## src/rtl/trng_ro_ctrl.sv

```systemverilog
// trng_ro_ctrl: calibrates the TRNG ring-oscillator stage selects against a target edge count, then samples the ring.
// Define TRNG_RO_CTRL_VN_DEBIAS_EN to pass samples through a von Neumann debiaser before delivery.
module trng_ro_ctrl #(
  parameter int NUM_STAGES    = 5,
  parameter int CNT_W         = 12,
  parameter int WIN_CYCLES    = 256,
  parameter int SETTLE_CYCLES = 16,
  parameter int SAMPLE_DIV    = 8
) (
  input  logic                    clk_i,
  input  logic                    rst_ni,
  input  logic                    start_i,
  input  logic [CNT_W-1:0]        target_i,
  input  logic                    ro_i,
  output logic                    ro_en_o,
  output logic [3*NUM_STAGES-1:0] sel_o,
  output logic                    busy_o,
  output logic                    cal_done_o,
  output logic                    cal_fail_o,
  output logic                    rng_valid_o,
  output logic                    rng_bit_o,
  input  logic                    rng_ready_i
);

  localparam int PTR_W = (NUM_STAGES > 1) ? $clog2(NUM_STAGES) : 1;
  localparam int CYC_W = $clog2(WIN_CYCLES + SETTLE_CYCLES + SAMPLE_DIV) + 1;

  typedef enum logic [2:0] {IDLE, SETTLE, MEASURE, EVAL, RUN, FAIL} state_e;

  state_e             state_q, state_d;
  logic [CYC_W-1:0]   cnt_q, cnt_d;
  logic [CNT_W-1:0]   ecnt_q, ecnt_d;
  logic [CNT_W-1:0]   tgt_q, tgt_d;
  logic [2:0]         sel_q [NUM_STAGES];
  logic [2:0]         sel_d [NUM_STAGES];
  logic [PTR_W-1:0]   p_q, p_d;
  logic               valid_q, valid_d;
  logic               bit_q, bit_d;
  logic               ro_meta_q, ro_sync_q, ro_prev_q;
  logic               edge_w;
  logic               found, deliver, dbit;
  logic [PTR_W-1:0]   idx, probe;
`ifdef TRNG_RO_CTRL_VN_DEBIAS_EN
  logic               pair_full_q, pair_full_d;
  logic               pair_bit_q, pair_bit_d;
`endif

  // The ring is asynchronous to clk_i: two flops before any use, a third for edge detection.
  always_ff @(posedge clk_i or negedge rst_ni) begin
    if (!rst_ni) begin
      ro_meta_q <= 1'b0;
      ro_sync_q <= 1'b0;
      ro_prev_q <= 1'b0;
    end else begin
      // NOTE: non-blocking assignments so every flop samples its pre-edge value, making this a real shift chain.
      ro_meta_q <= ro_i;
      ro_sync_q <= ro_meta_q;
      ro_prev_q <= ro_sync_q;
    end
  end

  assign edge_w = ro_sync_q & ~ro_prev_q;

  always_comb begin
    // NOTE: every signal written here gets a default first, so no path leaves one unassigned and infers a latch.
    state_d = state_q;
    cnt_d   = cnt_q;
    ecnt_d  = ecnt_q;
    tgt_d   = tgt_q;
    sel_d   = sel_q;
    p_d     = p_q;
    valid_d = valid_q;
    bit_d   = bit_q;
    found   = 1'b0;
    idx     = p_q;
    probe   = p_q;
    deliver = 1'b0;
    dbit    = 1'b0;
`ifdef TRNG_RO_CTRL_VN_DEBIAS_EN
    pair_full_d = (state_q == RUN) ? pair_full_q : 1'b0;
    pair_bit_d  = pair_bit_q;
`endif

    unique case (state_q)
      SETTLE: begin
        if (cnt_q == CYC_W'(SETTLE_CYCLES - 1)) begin
          cnt_d   = '0;
          ecnt_d  = '0;
          state_d = MEASURE;
        end else begin
          cnt_d = cnt_q + 1'b1;
        end
      end
      MEASURE: begin
        if (edge_w && (ecnt_q != '1)) ecnt_d = ecnt_q + 1'b1;
        if (cnt_q == CYC_W'(WIN_CYCLES - 1)) begin
          cnt_d   = '0;
          state_d = EVAL;
        end else begin
          cnt_d = cnt_q + 1'b1;
        end
      end
      EVAL: begin
        // Round-robin search from p for the first stage that can still be strengthened.
        for (int k = 0; k < NUM_STAGES; k++) begin
          probe = PTR_W'((int'(p_q) + k) % NUM_STAGES);
          if (!found && (sel_q[probe] != 3'd7)) begin
            found = 1'b1;
            idx   = probe;
          end
        end
        cnt_d = '0;
        if (ecnt_q >= tgt_q) begin
          state_d = RUN;
        end else if (found) begin
          sel_d[idx] = sel_q[idx] + 3'd1;
          p_d        = (idx == PTR_W'(NUM_STAGES - 1)) ? '0 : idx + 1'b1;
          state_d    = SETTLE;
        end else begin
          state_d = FAIL;
        end
      end
      RUN: begin
        if (valid_q && rng_ready_i) valid_d = 1'b0;
        if (cnt_q == CYC_W'(SAMPLE_DIV - 1)) begin
          cnt_d = '0;
`ifdef TRNG_RO_CTRL_VN_DEBIAS_EN
          if (!pair_full_q) begin
            pair_full_d = 1'b1;
            pair_bit_d  = ro_sync_q;
          end else begin
            pair_full_d = 1'b0;
            deliver     = pair_bit_q ^ ro_sync_q;
            dbit        = pair_bit_q;
          end
`else
          deliver = 1'b1;
          dbit    = ro_sync_q;
`endif
          // A candidate that arrives while an unaccepted bit is pending is dropped.
          if (deliver && (!valid_q || rng_ready_i)) begin
            valid_d = 1'b1;
            bit_d   = dbit;
          end
        end else begin
          cnt_d = cnt_q + 1'b1;
        end
      end
      default: ;
    endcase

    if (start_i && (state_q inside {IDLE, RUN, FAIL})) begin
      tgt_d   = target_i;
      sel_d   = '{default: '0};
      p_d     = '0;
      cnt_d   = '0;
      valid_d = 1'b0;
      state_d = SETTLE;
`ifdef TRNG_RO_CTRL_VN_DEBIAS_EN
      pair_full_d = 1'b0;
`endif
    end
  end

  always_ff @(posedge clk_i or negedge rst_ni) begin
    if (!rst_ni) begin
      state_q <= IDLE;
      cnt_q   <= '0;
      ecnt_q  <= '0;
      tgt_q   <= '0;
      // NOTE: the select array is ordinary flops feeding the ring, not a RAM, so it is reset with the rest.
      sel_q   <= '{default: '0};
      p_q     <= '0;
      valid_q <= 1'b0;
      bit_q   <= 1'b0;
`ifdef TRNG_RO_CTRL_VN_DEBIAS_EN
      pair_full_q <= 1'b0;
      pair_bit_q  <= 1'b0;
`endif
    end else begin
      state_q <= state_d;
      cnt_q   <= cnt_d;
      ecnt_q  <= ecnt_d;
      tgt_q   <= tgt_d;
      sel_q   <= sel_d;
      p_q     <= p_d;
      valid_q <= valid_d;
      bit_q   <= bit_d;
`ifdef TRNG_RO_CTRL_VN_DEBIAS_EN
      pair_full_q <= pair_full_d;
      pair_bit_q  <= pair_bit_d;
`endif
    end
  end

  for (genvar g = 0; g < NUM_STAGES; g++) begin : g_sel
    assign sel_o[3*g +: 3] = sel_q[g];
  end

  assign ro_en_o     = (state_q != IDLE) && (state_q != FAIL);
  assign busy_o      = state_q inside {SETTLE, MEASURE, EVAL};
  assign cal_done_o  = (state_q == RUN);
  assign cal_fail_o  = (state_q == FAIL);
  // A restart pulse in RUN withdraws the pending bit in the same cycle.
  assign rng_valid_o = valid_q & ~start_i;
  assign rng_bit_o   = bit_q;

endmodule

```

## config.mk

```make
export PLATFORM = sky130hd
export DESIGN_NAME = trng_ro_ctrl
export DESIGN_NICKNAME = d
export VERILOG_FILES = /design/src/rtl/trng_ro_ctrl.sv
export SDC_FILE = /design/constraint.sdc
export NUM_CORES = 1
export LEC_CHECK = 0
export ABC_CLOCK_PERIOD_IN_PS = 6700
export BUFFER_PORTS_ARGS = -buffer_cell sky130_fd_sc_hd__clkbuf_2
export CELL_PAD_IN_SITES_DETAIL_PLACEMENT = 1
export CELL_PAD_IN_SITES_GLOBAL_PLACEMENT = 1
export CORE_UTILIZATION = 30
export CTS_BUF_LIST = sky130_fd_sc_hd__clkbuf_16
export DETAILED_ROUTE_END_ITERATION = 10
export GPL_TIMING_DRIVEN = 0
export PLACE_DENSITY_LB_ADDON = 0.1
export RECOVER_POWER = 100
export SLEW_MARGIN = 25
export SYNTH_ARGS = -nofsm -noshare
export SYNTH_HDL_FRONTEND = slang
export SYNTH_SLANG_ARGS = --single-unit
```

## constraint.sdc

```tcl
create_clock -name clk_i -period 6.7 [get_ports clk_i]
set_input_delay 1.34 -clock clk_i [delete_from_list [all_inputs] [get_ports clk_i]]
set_output_delay 1.34 -clock clk_i [all_outputs]
set_load 0.03 [all_outputs]
```

# ---- After elaboration in Yosys (flattened, before gate mapping)
# Cells that the tools add are included.
# W data, S select, Z words.
dict set report classes {
  reduce_logical 29
  n_eq_ne 21
  mux 65
  bitwise_logic 10
  div 5
  n_lt_le_gt_ge 8
  add_sub_neg 8
}
# op count
set ops {}
lappend ops {{$mod A32 B4 Y32 const B} 4}
lappend ops {{$mux W3} 29}
lappend ops {{$mux W15} 4}
lappend ops {{$bmux W3 S3} 6}
lappend ops {{$mux W10} 4}
lappend ops {{$pmux W10 S4} 1}
lappend ops {{$mod A4 B4 Y32 const B} 1}
lappend ops {{$ge A4 B4 Y1 const B} 6}
lappend ops {{$mux W12} 2}
lappend ops {{$ne A3 B3 Y1 const B} 8}
lappend ops {{$not A3 Y4} 6}
lappend ops {{$pmux W12 S2} 1}
lappend ops {{$bwmux W15} 1}
lappend ops {{$mux W1} 15}
lappend ops {{$add A12 B1 Y12 const B} 1}
lappend ops {{$ge A12 B12 Y1} 1}
lappend ops {{$ne A12 B12 Y1 const B} 1}
lappend ops {{$reduce_and A3 Y1} 4}
lappend ops {{$add A10 B1 Y10 const B} 1}
lappend ops {{$eq A10 B3 Y1 const B} 1}
lappend ops {{$eq A10 B4 Y1 const B} 1}
lappend ops {{$eq A10 B8 Y1 const B} 1}
lappend ops {{$demux W3 S3} 1}
lappend ops {{$eq A3 B3 Y1 const B} 3}
lappend ops {{20 further kinds} 43}
dict set report word_totals {
  output_inout_bits 21
  reg_bits 60
}

# ---- Depth between registers and ports, before layout
# Gate-level depths: netlist of run 1.
dict set report depth {
  ltp_word 34
  ltp_mapped 28
}

# ---- Worst setup path after synthesis of run 1
# OpenSTA, ideal clock, no wires.
dict set report synth_timing {
  path_type {register to register}
  startpoint {register p_q[0]}
  endpoint {register sel_q, in the netlist sel_o[14]}
  required_time_ps 6568
  slack_ps 336
  period_less_slack_ps 6364
  path_stages_with_launch 28
  t_arrival_ps 6232
  path_cell_list {dfrtp_1 clkbuf_1 inv_1 clkbuf_1 ha_1 inv_1 ha_1 inv_1 ha_1 nor3_1 o21ai_0 nand2_1 ha_1 nand2b_1 a22oi_1 mux2_2 a211o_2 o32ai_1 a32oi_1 a211o_1 nand2_1 buf_2 mux2_2 o211a_1 or2_1 ha_1 nor3_1 o31ai_1}
}
dict set report synth_via {
  elab_chain_cells 34
  elab_cells_between_ends 75
  cone_classes {5 x add/sub; 5 x div; 2 x order compare; 5 x eq/ne; 41 x mux; 6 x bitwise; 11 x reduce/logical}
}
# item line_no
set synth_rtl {}
lappend synth_rtl {{start, declared} 36} ;# logic [PTR_W-1:0] p_q, p_d;
lappend synth_rtl {{start signal, assigned} 186} ;# p_q <= p_d;
lappend synth_rtl {{parallel branches: the longest is 34 deep, another holds $mod A32 B4 Y32} n/a}
lappend synth_rtl {{end signal, assigned} 185} ;# sel_q <= sel_d;
lappend synth_rtl {{end, declared} 34} ;# logic [2:0] sel_q [NUM_STAGES];
# Several ways; the timed one is not identified. The select of a mux whose other input is x is not followed.
# A chain may end at the register's enable or synchronous reset.

# ---- Worst setup path in the final report of run 1
dict set report layout_timing {
  startpoint {register p_q[0]}
  endpoint {register sel_q, in the netlist sel_o[1]}
}
# Same word-level chain as after synthesis.

==> results of run 1 <==
## stage by stage
stage	hold slack [ns]	util [%]	power, uW	instances
floorplan	0.331	-	1430	583
global placement	0.334	33.7	1740	836
detailed placement	0.338	33.9	1780	837
CTS	0.351	36.2	2330	854
global route	0.363	36.4	2560	859
finish	0.348	36.4	2360	859
## power breakdown
group / internal, uW / switching, uW / total [uW]
sequential: 449 / 82.1 / 531
combinational: 497 / 823 / 1320
clock: 323 / 185 / 508
total: 1270 / 1090 / 2360
## critical path, cell delays in order, from the launching register on
cell and delay [ns]:
dfrtp_2 0.45, clkbuf_2 0.20, inv_4 0.11, buf_6 0.18
ha_2 0.24, inv_1 0.09, ha_2 0.39, inv_1 0.07
ha_1 0.21, nor3_2 0.17, or3_4 0.18, nand2_1 0.10
ha_1 0.20, nand2b_1 0.15, a22oi_2 0.19, mux2_2 0.39
a211o_2 0.38, o32ai_2 0.30, a32oi_1 0.14, a211o_1 0.33
nand2_1 0.11, buf_6 0.16, mux2_2 0.35, o211a_1 0.24
or2_1 0.24, ha_2 0.37, inv_1 0.09, o21ai_0 0.17
## how the worst max path moves through the flow
stage | depth (start not counted) | from | endpoint | slack (ns)
floorplan | 27 | p_q[0]$_DFFE_PN0P_ | sel_o[14]$_DFFE_PN0P_ | 0.34
global placement | 27 | p_q[0]$_DFFE_PN0P_ | sel_o[14]$_DFFE_PN0P_ | -1.08
detailed placement | 27 | p_q[0]$_DFFE_PN0P_ | sel_o[14]$_DFFE_PN0P_ | -1.14
CTS | 27 | p_q[0]$_DFFE_PN0P_ | sel_o[14]$_DFFE_PN0P_ | 0.02
global route | 27 | p_q[0]$_DFFE_PN0P_ | sel_o[1]$_DFFE_PN0P_ | 0.01
finish | 27 | p_q[0]$_DFFE_PN0P_ | sel_o[1]$_DFFE_PN0P_ | 0.41
## cell usage in the layout, fill, tap and decap left out, drive strengths merged, types with 6 or more instances in the layout
cell,count
dfrtp,60
inv,35
buf,12
nand2b,12
o21ai,62
xnor2,10
nor2,43
a21o,7
a21oi,33
and3,21
nand4,6
mux2i,11
ha,38
or2,6
clkbuf,58
nand3b,7
a31oi,6
mux2,19
nand3,34
nand2,43
o31ai,7
nor3,12
nor2b,9
nor4,6
## state kept, by name, summed over array words and instances (netlist names)
name,cells
sel_o,15
valid_q,1
rng_bit_o,1
cnt_q,10
ro_sync_q,1
ro_prev_q,1
tgt_q,12
state_q,3
ro_meta_q,1
p_q,3
ecnt_q,12
## cells by family (layout without fill, tap and decap cells)
kind of cell    after synthesis  count (layout)  share of synthesized area [%]
fa+ha+maj                    38              38                           9.66
flops                        60              60                           30.5
simple gates                223             224                           24.8
mux                          31              31                           7.04
compound gates              163             163                           21.0
xor+xnor                     14              14                           2.49
buf+inv                      54             113                           4.43
## cell type report
class | count | area (sq um)
sequential | 60 | 1500
timing repair buffer | 44 | 205
fill | 1943 | 10100
clock buffer | 9 | 225
inverter | 36 | 144
buffer | 17 | 93.8
clock inverter | 7 | 91.3
multi-input combinational | 470 | 3270
tap | 216 | 270
## routing by layer
| layer | vias to the layer above | routed length (um) | track usage, % |
|---|---|---|---|
| li1 | 2261 | - | - |
| met1 | 2349 | 7340 | 25.8 |
| met2 | 58 | 7400 | 32.9 |
| met3 | 15 | 320 | 2.30 |
| met4 | 0 | 205 | 7.11 |
| met5 | - | 0 | 0 |
## what timing repair did
action | 4_1_cts | 5_1_grt
gates cloned | 0 | 1
buffers inserted | 1 | 5
gates resized for setup | 11 | 22
pin swaps | 1 | 1
endpoints found under the setup margin | 17 | 13
==> summary.md, run 1 <==
| Metric | Value |
|---|---|
| PD cells | `~400 mW/mm^2` |
| Post-DP HPWL | `11.5 mm` |
| Chip Width | `between 100 and 150 um` |
| Critical path class | `flip-flop to flip-flop` |
| Ys Warns | `0` |
| Deepest clock path buffer count | `2` |
| Hold Buf Count CTS | `0` |
| Diodes inserted | `0` |
| Initial antenna violation count | `0` |
| Clock transition at the registers of the reported paths | `0.06 ns` |
| Critical Path RT | `slightly below 7 ns` |
| Leading area contributor after synthesis | `dfrtp_1` |
| Avg Inst Size Synth | `between 8 and 9 sq um` |
| Worst-Margin Slew | `roughly 2.4 ns` |
| Die area | `around 0.017 sq mm` |
| Critical path data arrival time | `6.55 ns` |
| Fin crit period | `roughly 6.3 ns` |
| Pre-antenna DRT Iters | `4` |
| Seq cells post-synth | `60` |
| Hold Crit Start | `ro_meta_q$_DFF_PN0_` |
| Kind of launch point of the worst setup path | `flip-flop` |
| Max VDD drop | `approximately 0.17 mV` |
| FF-to-FF End | `sel_o[1]$_DFFE_PN0P_` |
| Failing checks | `capacitance limit, slew limit` |
| Area delta synth->final | `18.0%` |
| # setup viols final | `0` |
| Setup ws final | `0.411 ns` |
| Largest net degree at the start of global routing | `42` |
| Routed WL | `roughly 15 mm` |
| Worst min path class | `flip-flop to flip-flop` |
| Worst skew pair latency | `roughly 0.35 ns` |
| Routed vias | `4683` |
| Clock Sinks | `60` |
| Synthesized instance count | `583` |
| Netlist Area Pre-Place | `roughly 0.0049 sq mm` |
| Antenna viol nets, final | `0` |
| Top-area cell type share of the netlist area | `between 30 and 40%` |
| # DRC | `0` |
| TritonCTS clock tree | `built` |
| Layout cells sized above 1 | `15.7%` |
| Design area | `between 0.005 and 0.006 sq mm` |
| Port Buffers | `37` |
| Status | `finished with violations` |
| Mapped Nets | `between 600 and 700` |
| Critical-path maximum fanout | `14` |
| Number of global-route vias before repair | `a little under 5000` |
| Tot GR Track Use | `around a fifth` |
| Core ar. | `0.0159 sq mm` |
| CTS root buf | `clkbuf_16` |
| Setup slack, reg-to-reg | `between 0.4 and 0.5 ns` |
| # rows | `46` |
| Max Cap Violations | `1` |
| FFs w/ async S/R, synth | `100%` |
| Most common flop cell mapped by yosys | `dfrtp_1` |
| RSZ-0062 raised after global routing | `no` |
| Skew final | `roughly 0.0057 ns` |
| Area contributors post-synth | `dfrtp_1, ha_1, o21ai_0` |
| Sequential area share after synthesis | `30.5%` |
| Initial DRC Count | `152` |
| Gpl congestion | `just under 0.8` |
| Hold Path Depth | `0` |
| Reg2reg start | `p_q[0]$_DFFE_PN0P_` |
| Count of final max-slew check failures | `42` |
| Gr ovfl total | `0` |
| Synth top cells by count | `dfrtp_1, o21ai_0, nand2_1, nor2_1, ha_1` |
| Top achievable clock speed | `approximately 160 MHz` |
| Drt via density | `5.45` |
| Worst hold endpoint | `ro_sync_q$_DFF_PN0_` |
| Final Hold Fails | `0` |
| Num CTS Buffers | `9` |
| I/O Pins | `38` |
| Max transition margin | `-59.0%` |
| Number of synthesized flops with an enable pin | `0` |
| Placed Instance Area | `0.00541 sq mm` |
| Setup TNS | `0 ns` |
| WL per Instance | `~18 um` |
| Initial core utilization | `between 30% and 40%` |
| Yosys cell types | `74` |
| Dpl ws | `-1.14 ns` |
| Endpoint class of the critical path | `flip-flop` |
| Leak pwr | `~0.0025 uW` |
| # nets final | `between 600 and 700` |
| Global-route wire length before repair | `about 25 mm` |
| Period utilization | `93.9%` |
| Die Height | `130 um` |
| Worst R2R Path Depth | `27` |
| H-tree depth | `3` |
Power figures use the tool's default switching activity.
==> run 2: changes to the inputs <==
--- a/config.mk
+++ b/config.mk
@@ -12,7 +12,6 @@
 export CORE_UTILIZATION = 30
 export CTS_BUF_LIST = sky130_fd_sc_hd__clkbuf_16
 export DETAILED_ROUTE_END_ITERATION = 10
-export GPL_TIMING_DRIVEN = 0
 export PLACE_DENSITY_LB_ADDON = 0.1
 export RECOVER_POWER = 100
 export SLEW_MARGIN = 25
==> run 2 against run 1 <==
The run still ends with capacitance limit, slew limit left; global-route usage decreased by 0.99 points; combinational power decreased by 5%; sequential power about the same; register-to-register slack improved by 0.02 ns.
==> summary.md, run 2 (same netlist as run 1, synthesis figures left out) <==
| Metric | Value |
|---|---|
| Layout cells sized above 1 | `12.4% (-3.3 points)` |
| Clock Sinks | `60 (unchanged)` |
| Initial antenna violation count | `0 (unchanged)` |
| Failing checks | `capacitance limit, slew limit` |
| Critical-path maximum fanout | `11 (-3)` |
| CP max-delay cell | `ha_1` |
| Kind of launch point of the worst setup path | `flip-flop` |
| Most frequent CP cell | `ha_1` |
| Post-DP HPWL | `11.1 mm (-4.2%)` |
| I/O Pins | `38 (unchanged)` |
| Most frequent cells in the layout | `o21ai_0, dfrtp_1, nor2_1, nand2_1, ha_1` |
| Count of final max-slew check failures | `96 (+130%)` |
| Num CTS Buffers | `9 (unchanged)` |
| Skew final | `0.00925 ns (+0.00351 ns)` |
| Final Hold Fails | `0 (unchanged)` |
| Critical Path RT | `6.91 ns (-0.05 ns)` |
| Setup TNS | `0 ns (unchanged)` |
| Hold Buf Count CTS | `0 (unchanged)` |
| Initial core utilization | `30.9% (unchanged)` |
| Max Cap Violations | `2 (+1)` |
| Fillers | `1921 (-1.1%)` |
| Gpl congestion | `0.836 (+5.7%)` |
| Die area | `0.0169 sq mm (unchanged)` |
| Net Sw Power | `1050 uW (-3.5%)` |
| Switching Share | `45.3% (-0.89 points)` |
| # rows | `46 (unchanged)` |
| Max VDD drop | `0.158 mV (-5.6%)` |
| Sequential Area | `0.00150 sq mm (-0.17%)` |
| Clock network power share | `23.2% (+1.7 points)` |
| Drt via density | `5.41 (-0.74%)` |
| Critical path class | `flip-flop to flip-flop` |
| CTS root buf | `clkbuf_16` |
| Multi-input combinational cell area | `0.00320 sq mm (-2.3%)` |
| Leak pwr | `0.00249 uW (-1.6%)` |
| Port Buffers | `37 (unchanged)` |
| Gr ovfl total | `0 (unchanged)` |
| RSZ-0062 raised after global routing | `no` |
| # setup viols final | `0 (unchanged)` |
| Status | `finished with violations` |
| Worst skew pair latency | `0.34 ns (about the same)` |
| Chip Width | `130 um (unchanged)` |
| # DRC | `0 (unchanged)` |
| H-tree depth | `3 (unchanged)` |
| Tot GR Track Use | `18.6% (-0.99 points)` |
| Die Height | `130 um (unchanged)` |
| PnR Total Power | `2320 uW (-1.6%)` |
| Max transition margin | `-122% (-63 points)` |
| # nets final | `680 (-1.9%)` |
| Period utilization | `93.6% (-0.29 points)` |
| Worst min path class | `flip-flop to flip-flop` |
| Routed WL | `14.6 mm (-4.3%)` |
| Global-route wire length before repair | `24.2 mm (-4.8%)` |
| Core ar. | `0.0159 sq mm (unchanged)` |
| Antenna viol nets, final | `0 (unchanged)` |
| Initial DRC Count | `194 (+28%)` |
| WL per Instance | `17.3 um (-2.8%)` |
| PD cells | `409 mW/mm^2 (+0.56%)` |
| Fin crit period | `6.27 ns (-0.0192 ns)` |
| Critical path data arrival time | `6.48 ns (-0.07 ns)` |
| Largest net degree at the start of global routing | `61 (+45%)` |
| Area delta synth->final | `15.5%` |
| Pre-antenna DRT Iters | `7 (+3)` |
| Cell-internal power | `1270 uW (about the same)` |
| Combinational fraction of design power | `54.0% (-1.9 points)` |
| Diodes inserted | `0 (unchanged)` |
| Endpoint class of the critical path | `flip-flop` |
| Top achievable clock speed | `160 MHz (+0.31%)` |
| TritonCTS clock tree | `built` |
| Sequential share of power | `22.8% (+0.3 points)` |
| Deepest clock path buffer count | `2 (unchanged)` |
| Worst-Margin Slew | `3.34 ns (+0.952 ns)` |
| Number of global-route vias before repair | `4652 (-3.3%)` |
| Flip-flop count of the largest register after layout | `15 (unchanged)` |
| Worst stage delay on the critical path | `0.38 ns (-0.07 ns)` |
| Clock transition at the registers of the reported paths | `0.05 ns (about the same)` |
| Routed vias | `4578 (-2.2%)` |
[run 2: changes by cell type in the layout (fill, tap and decap cells not counted), sizes merged]
cell | previous run | this run
clkbuf | 58 | 49
buf | 12 | 9
clkinv | 2 | 0
inv | 35 | 37
bufinv | 2 | 3
clkinvlp | 4 | 3
nor3b | 4 | 3
[run 2: worst paths after layout]
| kind | startpoint | end | slack (ns) | cells after the start |
|---|---|---|---|---|
| max | p_q[1]$_DFFE_PN0P_ | sel_o[14]$_DFFE_PN0P_ | 0.43 | 26 |
| min | ro_meta_q$_DFF_PN0_ | ro_sync_q$_DFF_PN0_ | 0.35 | 0 |
| max reg2reg | p_q[1]$_DFFE_PN0P_ | sel_o[14]$_DFFE_PN0P_ | 0.43 | 26 |
| min reg2reg | ro_meta_q$_DFF_PN0_ | ro_sync_q$_DFF_PN0_ | 0.35 | 0 |
| max in group asynchronous | rst_ni | p_q[0]$_DFFE_PN0P_ | 2.59 | 2 |
| min in group asynchronous | rst_ni | sel_o[13]$_DFFE_PN0P_ | 2.21 | 2 |
[run 2: layer usage]
metal  share of wire [%]  track usage, %
met4                 1.1            5.68
met3                 2.8            3.44
met5                   0               0
met2                  48            31.4
met1                  48            23.9
[run 2: what timing repair did]
action | CTS | global route
endpoints found under the setup margin | 0 | 4
buffers inserted | 0 | 2
gates resized for setup | 0 | 3
[run 2: cell type report]
| cell class | count | area share, % |
|---|---|---|
| clock inverters | 7 | 2.05 |
| well taps | 216 | 4.75 |
| clock buffers | 9 | 3.96 |
| flip-flops and latches | 60 | 26.4 |
| multi-input cells | 469 | 56.2 |
| repair buffers | 49 | 4.16 |
| inverters | 36 | 2.42 |
[run 2: per-stage QoR]
stage	util [%]	setup slack [ns]	instance area, sq um	hold slack, ns	cells
after CTS	35.8	0.445	5710	0.358	844
final	35.7	0.431	5680	0.352	846
after global routing	35.7	0.0694	5680	0.366	846
after floorplan	-	0.336	4920	0.331	583
after detailed placement	33.7	0.475	5370	0.336	828
after global placement	33.7	0.635	5370	0.333	828
[run 2: power groups by stage]
stage / sequential [uW] / combinational [uW] / clock [uW]
finish: 530 / 1250 / 539
global route: 545 / 1390 / 569
CTS: 530 / 1250 / 554
detailed placement: 536 / 1240 / 0
global placement: 535 / 1200 / 0
floorplan: 557 / 874 / 0
[run 2: critical path: cells and delay by family, from the launching register on]
family / cells / cell delay (ns)
AOI/OAI and AO/OA: 7 / 1.73
buffers and inverters: 5 / 0.76
DFF: 1 / 0.37
adders and majority gates: 5 / 1.28
and+or+nand+nor: 7 / 1.30
muxes: 2 / 0.71
